===== src/rtl/pacman_pkg.sv =====
// Shared widths, FSM encoding and helpers for the game/VGA frame scheduling logic.
package pacman_pkg;

  localparam int unsigned POS_W_DEF   = 32;
  localparam int unsigned FRAME_CNT_W = 16;
  localparam int unsigned OVR_CNT_W   = 8;

  typedef enum logic [1:0] {
    StIdle  = 2'd0,
    StBusy  = 2'd1,
    StReady = 2'd2
  } tick_state_e;

  function automatic logic [OVR_CNT_W-1:0] sat_inc(input logic [OVR_CNT_W-1:0] v);
    return (&v) ? v : v + 1'b1;
  endfunction

endpackage


===== src/rtl/frame_tick_scheduler_vsync_edge_sync.sv =====
// Synchronises the asynchronous, active-low VGA vsync and emits a one-cycle frame_start pulse
// three clocks after each falling edge.
module vsync_edge_sync (
  input  logic clock,
  input  logic resetn,
  input  logic vga_vs,
  output logic frame_start
);

  logic       sync1_q, sync2_q, sync3_q;
  logic [1:0] settle_q;
  logic       seen_high_q;
  logic       frame_start_q;

  // A fall only counts once vsync has genuinely been observed high after reset, so vsync held
  // low across reset release cannot fake a frame start.
  always_ff @(posedge clock or negedge resetn) begin
    if (!resetn) begin
      sync1_q       <= 1'b1;
      sync2_q       <= 1'b1;
      sync3_q       <= 1'b1;
      settle_q      <= 2'b00;
      seen_high_q   <= 1'b0;
      frame_start_q <= 1'b0;
    end else begin
      sync1_q       <= vga_vs;
      sync2_q       <= sync1_q;
      sync3_q       <= sync2_q;
      settle_q      <= {settle_q[0], 1'b1};
      seen_high_q   <= seen_high_q | (settle_q[1] & sync2_q);
      frame_start_q <= seen_high_q & sync3_q & ~sync2_q;
    end
  end

  assign frame_start = frame_start_q;

endmodule


===== src/rtl/frame_tick_scheduler.sv =====
// Paces the game datapath from VGA vsync and commits staged sprite positions only at frame start.
module frame_tick_scheduler
  import pacman_pkg::*;
#(
  parameter int unsigned      POS_W    = POS_W_DEF,
  parameter int unsigned      TICK_DIV = 2,
  parameter logic [POS_W-1:0] INIT_PX  = '0,
  parameter logic [POS_W-1:0] INIT_PY  = '0,
  parameter logic [POS_W-1:0] INIT_UX  = '0,
  parameter logic [POS_W-1:0] INIT_UY  = '0
) (
  input  logic                   clock,
  input  logic                   resetn,
  input  logic                   vga_vs,
  input  logic [POS_W-1:0]       stage_p0_x,
  input  logic [POS_W-1:0]       stage_p0_y,
  input  logic [POS_W-1:0]       stage_u0_x,
  input  logic [POS_W-1:0]       stage_u0_y,
  input  logic                   tick_ack,
  input  logic                   overrun_clr,
  output logic                   game_tick,
  output logic [POS_W-1:0]       player0_x,
  output logic [POS_W-1:0]       player0_y,
  output logic [POS_W-1:0]       powerup0_x,
  output logic [POS_W-1:0]       powerup0_y,
  output logic [FRAME_CNT_W-1:0] frame_count,
  output logic                   overrun,
  output logic [OVR_CNT_W-1:0]   overrun_count
);

  localparam int unsigned DIV_W = (TICK_DIV > 1) ? $clog2(TICK_DIV) : 1;

  tick_state_e            state_q, state_d;
  logic [DIV_W-1:0]       div_q;
  logic                   frame_start, tick_due;
  logic                   ready_eff, issue_tick, commit, overrun_evt;
  logic                   game_tick_q, overrun_q;
  logic [POS_W-1:0]       p0x_q, p0y_q, u0x_q, u0y_q;
  logic [FRAME_CNT_W-1:0] frame_count_q;
  logic [OVR_CNT_W-1:0]   overrun_count_q;

  vsync_edge_sync u_vsync_edge_sync (
    .clock       (clock),
    .resetn      (resetn),
    .vga_vs      (vga_vs),
    .frame_start (frame_start)
  );

  assign tick_due = (div_q == DIV_W'(TICK_DIV - 1));

  always_ff @(posedge clock or negedge resetn) begin
    if (!resetn) state_q <= StIdle;
    else         state_q <= state_d;
  end

  // An ack landing on the frame-start cycle is taken first, so BUSY behaves as READY then.
  always_comb begin
    state_d = state_q;
    unique case (state_q)
      StIdle:  if (frame_start && tick_due) state_d = StBusy;
      StBusy: begin
        if (frame_start && tick_ack) state_d = tick_due ? StBusy : StIdle;
        else if (tick_ack)           state_d = StReady;
      end
      StReady: if (frame_start) state_d = tick_due ? StBusy : StIdle;
      default: state_d = StIdle;
    endcase
  end

  always_comb begin
    ready_eff   = (state_q == StReady) || ((state_q == StBusy) && tick_ack);
    issue_tick  = frame_start && tick_due && ((state_q == StIdle) || ready_eff);
    commit      = frame_start && ready_eff;
    overrun_evt = frame_start && tick_due && (state_q == StBusy) && !tick_ack;
  end

  always_ff @(posedge clock or negedge resetn) begin
    if (!resetn) begin
      div_q           <= '0;
      frame_count_q   <= '0;
      game_tick_q     <= 1'b0;
      overrun_q       <= 1'b0;
      overrun_count_q <= '0;
      p0x_q           <= INIT_PX;
      p0y_q           <= INIT_PY;
      u0x_q           <= INIT_UX;
      u0y_q           <= INIT_UY;
    end else begin
      game_tick_q <= issue_tick;
      if (frame_start) begin
        frame_count_q <= frame_count_q + 1'b1;
        div_q         <= tick_due ? '0 : div_q + 1'b1;
      end
      if (commit) begin
        p0x_q <= stage_p0_x;
        p0y_q <= stage_p0_y;
        u0x_q <= stage_u0_x;
        u0y_q <= stage_u0_y;
      end
      // A fresh overrun beats a simultaneous clear.
      if (overrun_evt) begin
        overrun_q       <= 1'b1;
        overrun_count_q <= overrun_clr ? OVR_CNT_W'(1) : sat_inc(overrun_count_q);
      end else if (overrun_clr) begin
        overrun_q       <= 1'b0;
        overrun_count_q <= '0;
      end
    end
  end

  assign game_tick     = game_tick_q;
  assign player0_x     = p0x_q;
  assign player0_y     = p0y_q;
  assign powerup0_x    = u0x_q;
  assign powerup0_y    = u0y_q;
  assign frame_count   = frame_count_q;
  assign overrun       = overrun_q;
  assign overrun_count = overrun_count_q;

endmodule


===== config.mk =====
export PLATFORM = sky130hd
export DESIGN_NAME = frame_tick_scheduler
export DESIGN_NICKNAME = d
export VERILOG_FILES = /design/src/rtl/pacman_pkg.sv /design/src/rtl/frame_tick_scheduler_vsync_edge_sync.sv /design/src/rtl/frame_tick_scheduler.sv
export SDC_FILE = /design/constraint.sdc
export NUM_CORES = 1
export LEC_CHECK = 0
export ABC_AREA = 1
export CORE_ASPECT_RATIO = 1.4
export CORE_UTILIZATION = 43
export DETAILED_ROUTE_END_ITERATION = 10
export PLACE_DENSITY_LB_ADDON = 0.3
export SLEW_MARGIN = 20
export SYNTH_ARGS = -nofsm -noshare
export SYNTH_HDL_FRONTEND = slang
export SYNTH_SLANG_ARGS = --single-unit

===== constraint.sdc =====
create_clock -name clock -period 1.8 [get_ports clock]
set_input_delay 0.18 -clock clock [delete_from_list [all_inputs] [get_ports clock]]
set_output_delay 0.18 -clock clock [all_outputs]
set_load 0.02 [all_outputs]

==> qor.yml, run 1 <==
timing.hold.ws_ns: 0.1729
cts_repair_resize_count: 0
place_inst: 1193
synth_edf_count: 0
synth_nets: 877
synth_most_common_cell: "nand2_1"
synth_flop_cell: "dfrtp_1"
setup_tns_ns: 0
setup_violations: 0
gp_congestion: 0.8333
rsz0062_at_grt: "false"
final_cells: 1226
fmax_ghz: 0.5837
netlist_top_cells_count: "nand2_1 (310), dfrtp_1 (161), nand3_1 (136), inv_1 (19)"
area_growth_syn_to_layout_pct: 53.27
ff_latch_area_mm2: 0.004111
antennaDiodeCount: 0
clkTransAtPathRegs_ns: 0.06
syn_area_mm2: 0.006769
drtAntennaViolNets: 0
die_x_um: 108.0
cp-start-kind: "register"
critPathCaptureType: "output port"
final_area_mm2: 0.01038
finClkSkew_ns: 0.009872
drtIter0Drc: 304
detail_route.vias_per_cell: 4.940
seq_area_frac_synth: 0.6068
die_area_mm2: 0.01626
io_buffers: 286
max_stage_delay_ns: 0.65
grt_overflow: 0
hold_class: "in2reg"
crit_buf_inv: 1
cp.arrival_ns: 1.53
slew_violations: 0
critical_path.max_fanout: 6
total_power_mw: 16.70
htree_num_levels: 4
max_slew.worst_pin.slew_ns: 0.6241
crit_chain: "clkdlybuf4s50_1"
finalCritPeriodShare: 0.9517
hold_violations: 0
place_hpwl_mm: 13.39
drc: 0
numCtsBuffers: 17
multiInputGateArea_mm2: 0.002277
synthCells: 742
power.leakage_nw: 4.967
async_flop_share: 1.000
p_per_area_mw_per_mm2: 1609
grt_max_degree: 64
grt_antenna_before_repair: 0
cp.required_ns: 1.62
cts-root-buf: "clkbuf_16"
grt_pass1_vias: 5935
insertion_delay_ns: 0.42
outcome: "complete, no violations"
avgSynthCellArea_um2: 9.123
crit_type: "reg2out"
maxCapViolations: 0
synth_top_area_share: 0.5952
max_slew_margin: 0.5840
synth.area.top_cells: "dfrtp_1 (60%), nand2_1 (17%), nand3_1 (10%), buf_6 (1.8%), buf_4 (1.7%)"
placementRows: 53
boundaryPins: 287
grt_pass1_wl_mm: 29.78
yosys_warnings: 0
fin_crit_ns: 1.713
placed_cell_area_mm2: 0.009787
synth.distinct_cells: 31
num-fill-cells: 1219
yosysTopAreaCell: "dfrtp_1"
cts_sinks: 164
wl_mm: 18.98
synth_seq_cells: 164
wire_per_inst_um: 15.48
irDropWorstVdd_v: 0.0008893
critPathTopFamily: "buffers and inverters"
vias: 6056
core_area_mm2: 0.01519
nets: 1156
start_util: 0.4457
die_h_um: 150.5
cp_slowest_cell: "clkdlybuf4s50_1"
grt_usage: 0.2372
first_pass_iters: 4
cts_tree: "done"
drive_gt1_frac: 0.06576
clock_path_buffers: 2
## cell families (layout without fill, tap and decap cells)
group           Yosys count  after routing  share of synthesized area
simple gates            482            482                     0.3018
compound gates           14             14                    0.01165
buf+inv                  66            358                    0.05823
other cells               1              1                  0.0005540
flops                   164            164                     0.6068
mux                       1              1                   0.001663
xor+xnor                 12             12                    0.01553
fa+ha+maj                 2              2                   0.003696
## per-stage QoR
| step | setup WS [ns] | util |
|---|---|---|
| final | 0.08687 | 0.6832 |
| after global routing | 0.04839 | 0.6832 |
| after CTS | 0.06007 | 0.6832 |
| after detailed placement | 0.1810 | 0.6445 |
| after global placement | 0.2264 | 0.6445 |
| after floorplan | 0.3511 | - |
## per-layer routing
metal,track usage,up-vias,wire length [um]
met5,0,-,0
met4,0.1055,0,661
met3,0.06537,41,1300
met2,0.4003,217,9801
met1,0.2802,2872,7214
li1,-,2926,-
## repair_timing
action	in CTS	in global routing
hold buffers	1	0
buffers inserted	0	0
hold endpoints to repair	31	0
## cell usage in the layout (no fill, tap or decap), drive strengths merged
cell           count
o2111ai            1
nor3               1
clkinvlp           4
a21o               1
nand2            313
bufinv             1
o21ai              9
ha                 2
buf               17
dfstp              3
clkbuf            19
dlygate4sd3        1
nand3b             3
xor2               8
a21oi              2
inv               27
dfrtp            161
xnor2              4
nand3            137
nor2              20
clkdlybuf4s50    285
clkinv             4
nand4              7
mux2               1
conb               1
o21bai             1
or2                1
## registers in the layout, summed over array words and instances (netlist names), 2 cells and up
signal                      cells
powerup0_x                     32
state_q                         2
powerup0_y                     32
u_vsync_edge_sync.settle_q      2
frame_count                    16
player0_x                      32
player0_y                      32
overrun_count                   8
## report_power, final
part	internal, mW	leakage (nW)	switching [mW]	total, mW
combinational	3.36	2.63	3.84	7.19
sequential	5.16	2.07	0.842	6.00
clock	2.00	0.274	1.51	3.51
total	10.5	4.97	6.19	16.7
## path summary, 6_finish.rpt
kind	start	endpoint	slack [ns]	cells past startpoint
max	frame_count[11]	frame_count[11]	0.09	1
min	vga_vs	u_vsync_edge_sync.sync1_q	0.17	1
max reg2reg	frame_count[0]	frame_count[12]	0.27	8
min reg2reg	u_vsync_edge_sync.sync1_q	u_vsync_edge_sync.sync2_q	0.36	0
max in group asynchronous	resetn	powerup0_y[22]	0.95	3
min in group asynchronous	resetn	overrun_count[0]	0.25	2
## cell type report
class	count	area share
Clock buffer	19	0.04366
Multi-Input combinational cell	512	0.2195
Tap cell	192	0.02315
Sequential cell	164	0.3963
Clock inverter	13	0.01206
Inverter	23	0.008321
Timing Repair Buffer	303	0.2970
Power figures use the tool's default switching activity.
==> run 2, diff against run 1 <==
--- a/config.mk
+++ b/config.mk
@@ -7,6 +7,7 @@
 export LEC_CHECK = 0
 export ABC_AREA = 1
 export CORE_ASPECT_RATIO = 1.4
+export CORE_MARGIN = 4
 export CORE_UTILIZATION = 43
 export DETAILED_ROUTE_END_ITERATION = 10
 export PLACE_DENSITY_LB_ADDON = 0.3
==> qor.yml, run 2 (synthesized netlist as in run 1, its figures left out) <==
critPathCaptureType: "output port"
clkTransAtPathRegs_ns: 0.07  # about the same
cp.required_ns: 1.62  # about the same
grt_pass1_wl_mm: 29.95  # +0.58%
insertion_delay_ns: 0.42  # about the same
drive_gt1_frac: 0.06395  # -0.001811
detail_route.vias_per_cell: 4.925  # -0.29%
max_slew_margin: 0.5132  # -0.07073
cp-start-kind: "register"
critPathTopFamily: "buffers and inverters"
crit_chain: "clkdlybuf4s50_1"
mostFrequentLayoutCell: "nand2_1"
slew_violations: 0  # unchanged
critical_path.max_fanout: 7  # +1
cts-root-buf: "clkbuf_16"
crit_type: "reg2out"
rsz0062_at_grt: "false"
worst-path-stages: 1  # unchanged
place_hpwl_mm: 13.62  # +1.8%
gp_congestion: 0.8049  # -3.4%
irDropWorstVdd_v: 0.0008847  # -0.52%
fin_ws_ns: 0.1040  # +0.01712 ns
grt_max_degree: 69  # +7.8%
io_buffers: 286  # unchanged
die_area_mm2: 0.01784  # +9.8%
place_ws_ns: 0.2014  # +0.02036 ns
final_area_mm2: 0.01033  # -0.42%
reg2reg_depth: 8  # unchanged
wire_per_inst_um: 15.51  # +0.18%
antennaDiodeCount: 0  # unchanged
hold_class: "in2reg"
nets: 1154  # -0.17%
p_int_mw: 10.35  # -1.5%
placementRows: 54  # +1.9%
hold_depth: 1  # unchanged
swShare: 0.3754  # +0.004904
placed_cell_area_mm2: 0.009764  # -0.23%
fmax_ghz: 0.5896  # +1.0%
finalCritPeriodShare: 0.9422  # -0.009511
p_per_area_mw_per_mm2: 1604  # -0.31%
clock_path_buffers: 2  # unchanged
outcome: "complete, no violations"
pwr-share-seq: 0.362  # +0.003
grt_overflow: 0  # unchanged
drtAntennaViolNets: 0  # unchanged
grt_usage: 0.2097  # -0.02759
setup_violations: 0  # unchanged
p_sw_mw: 6.222  # +0.58%
cts_sinks: 164  # unchanged
core_area_mm2: 0.01554  # +2.3%
p_comb_frac: 0.434  # +0.003
grt_pass1_vias: 5925  # -0.17%
area_growth_syn_to_layout_pct: 52.63
numCtsBuffers: 17  # unchanged
vias: 6048  # -0.13%
fin_crit_ns: 1.696  # -0.01712 ns
boundaryPins: 287  # unchanged
cts_setup_buffers: 0  # unchanged
first_pass_iters: 5  # +1
place_inst: 1195  # +0.17%
wl_mm: 19.05  # +0.35%
final_cells: 1228  # +0.16%
htree_num_levels: 4  # unchanged
start_util: 0.4356  # -0.01016
cp_slowest_cell: "clkdlybuf4s50_1"
grt_antenna_before_repair: 2  # +2
max_stage_delay_ns: 0.65  # about the same
drtIter0Drc: 530  # +74%
crit_buf_inv: 1  # unchanged
die_h_um: 156.5  # +4.0%
final_util: 0.6648  # -0.01838
cts_repair_resize_count: 0  # unchanged
final_cell_mix: "nand2_1 (310), clkdlybuf4s50_1 (285), dfrtp_1 (160)"
maxCapViolations: 0  # unchanged
setup_tns_ns: 0  # unchanged
clockPowerShare: 0.204  # -0.006
cts_tree: "done"
power.leakage_nw: 4.956  # -0.20%
drc: 0  # unchanged
die_x_um: 114.0  # +5.6%
hold_violations: 0  # unchanged
cp.arrival_ns: 1.52  # about the same
finClkSkew_ns: 0.01397  # +0.004099 ns
max_slew.worst_pin.slew_ns: 0.7302  # +0.1061 ns
[run 2: cell types whose count changed in the layout (fill, tap and decap cells not counted), sizes merged]
cell,before,now
clkinvlp,4,0
clkinv,4,7
inv,27,30
buf,17,15
bufinv,1,0
clkbuf,19,18
[run 2: repair_timing]
item	CTS	global route
hold buffers	1	0
hold endpoints to repair	39	0
setup endpoints to repair	0	0
[run 2: power groups by stage]
stage                     Clock (mW)  Combinational, mW  Sequential, mW
after floorplan                    0               1.61            7.78
after detailed placement           0               7.28            6.03
after global routing            3.65               7.69            6.19
after CTS                       3.47               7.29            6.00
final                           3.39               7.19            6.00
after global placement             0               7.15            6.00
[run 2: path summary, 6_finish.rpt]
kind                                               start                            end  slack (ns)
max in group asynchronous                         resetn      u_vsync_edge_sync.sync1_q        0.86
max                                     overrun_count[2]               overrun_count[2]        0.10
min                                               vga_vs      u_vsync_edge_sync.sync1_q        0.19
max reg2reg                               frame_count[0]                frame_count[12]        0.27
min reg2reg                u_vsync_edge_sync.settle_q[0]  u_vsync_edge_sync.settle_q[1]        0.35
min in group asynchronous                         resetn                  powerup0_x[9]        0.26
[run 2: routing by layer]
| metal | GRT usage | vias to the layer above | wire length [um] |
|---|---|---|---|
| li1 | - | 2921 | - |
| met1 | 0.2526 | 2878 | 7431 |
| met2 | 0.3554 | 206 | 9657 |
| met3 | 0.05764 | 39 | 1398 |
| met4 | 0.08376 | 4 | 517 |
| met5 | 0 | - | 40 |
[run 2: metrics by stage]
step / power [mW] / hold slack (ns)
2_1_floorplan: 9.398 / -0.1156
3_3_place_gp: 13.16 / 0.1350
3_5_place_dp: 13.31 / 0.1322
4_1_cts: 16.76 / 0.1781
5_1_grt: 17.53 / 0.1708
6_report: 16.58 / 0.1907
[run 2: area by class of cell]
class / count / area [um^2]
fill: 1265 / 5209
tap: 196 / 245.2
sequential: 164 / 4111
timing repair buffer: 301 / 3054
multi-input combinational: 512 / 2277
clock buffer: 18 / 439.2
inverter: 23 / 86.33
clock inverter: 14 / 117.6
[run 2: worst reg2reg max path, cell delays in order, from the launching register on]
cell and delay, ns:
dfrtp_1 0.40, ha_1 0.22, nand2_1 0.06, nor2_1 0.20
nand2_1 0.16, nor2_1 0.17, nand3_1 0.09, nand2_1 0.06
nand2_1 0.05
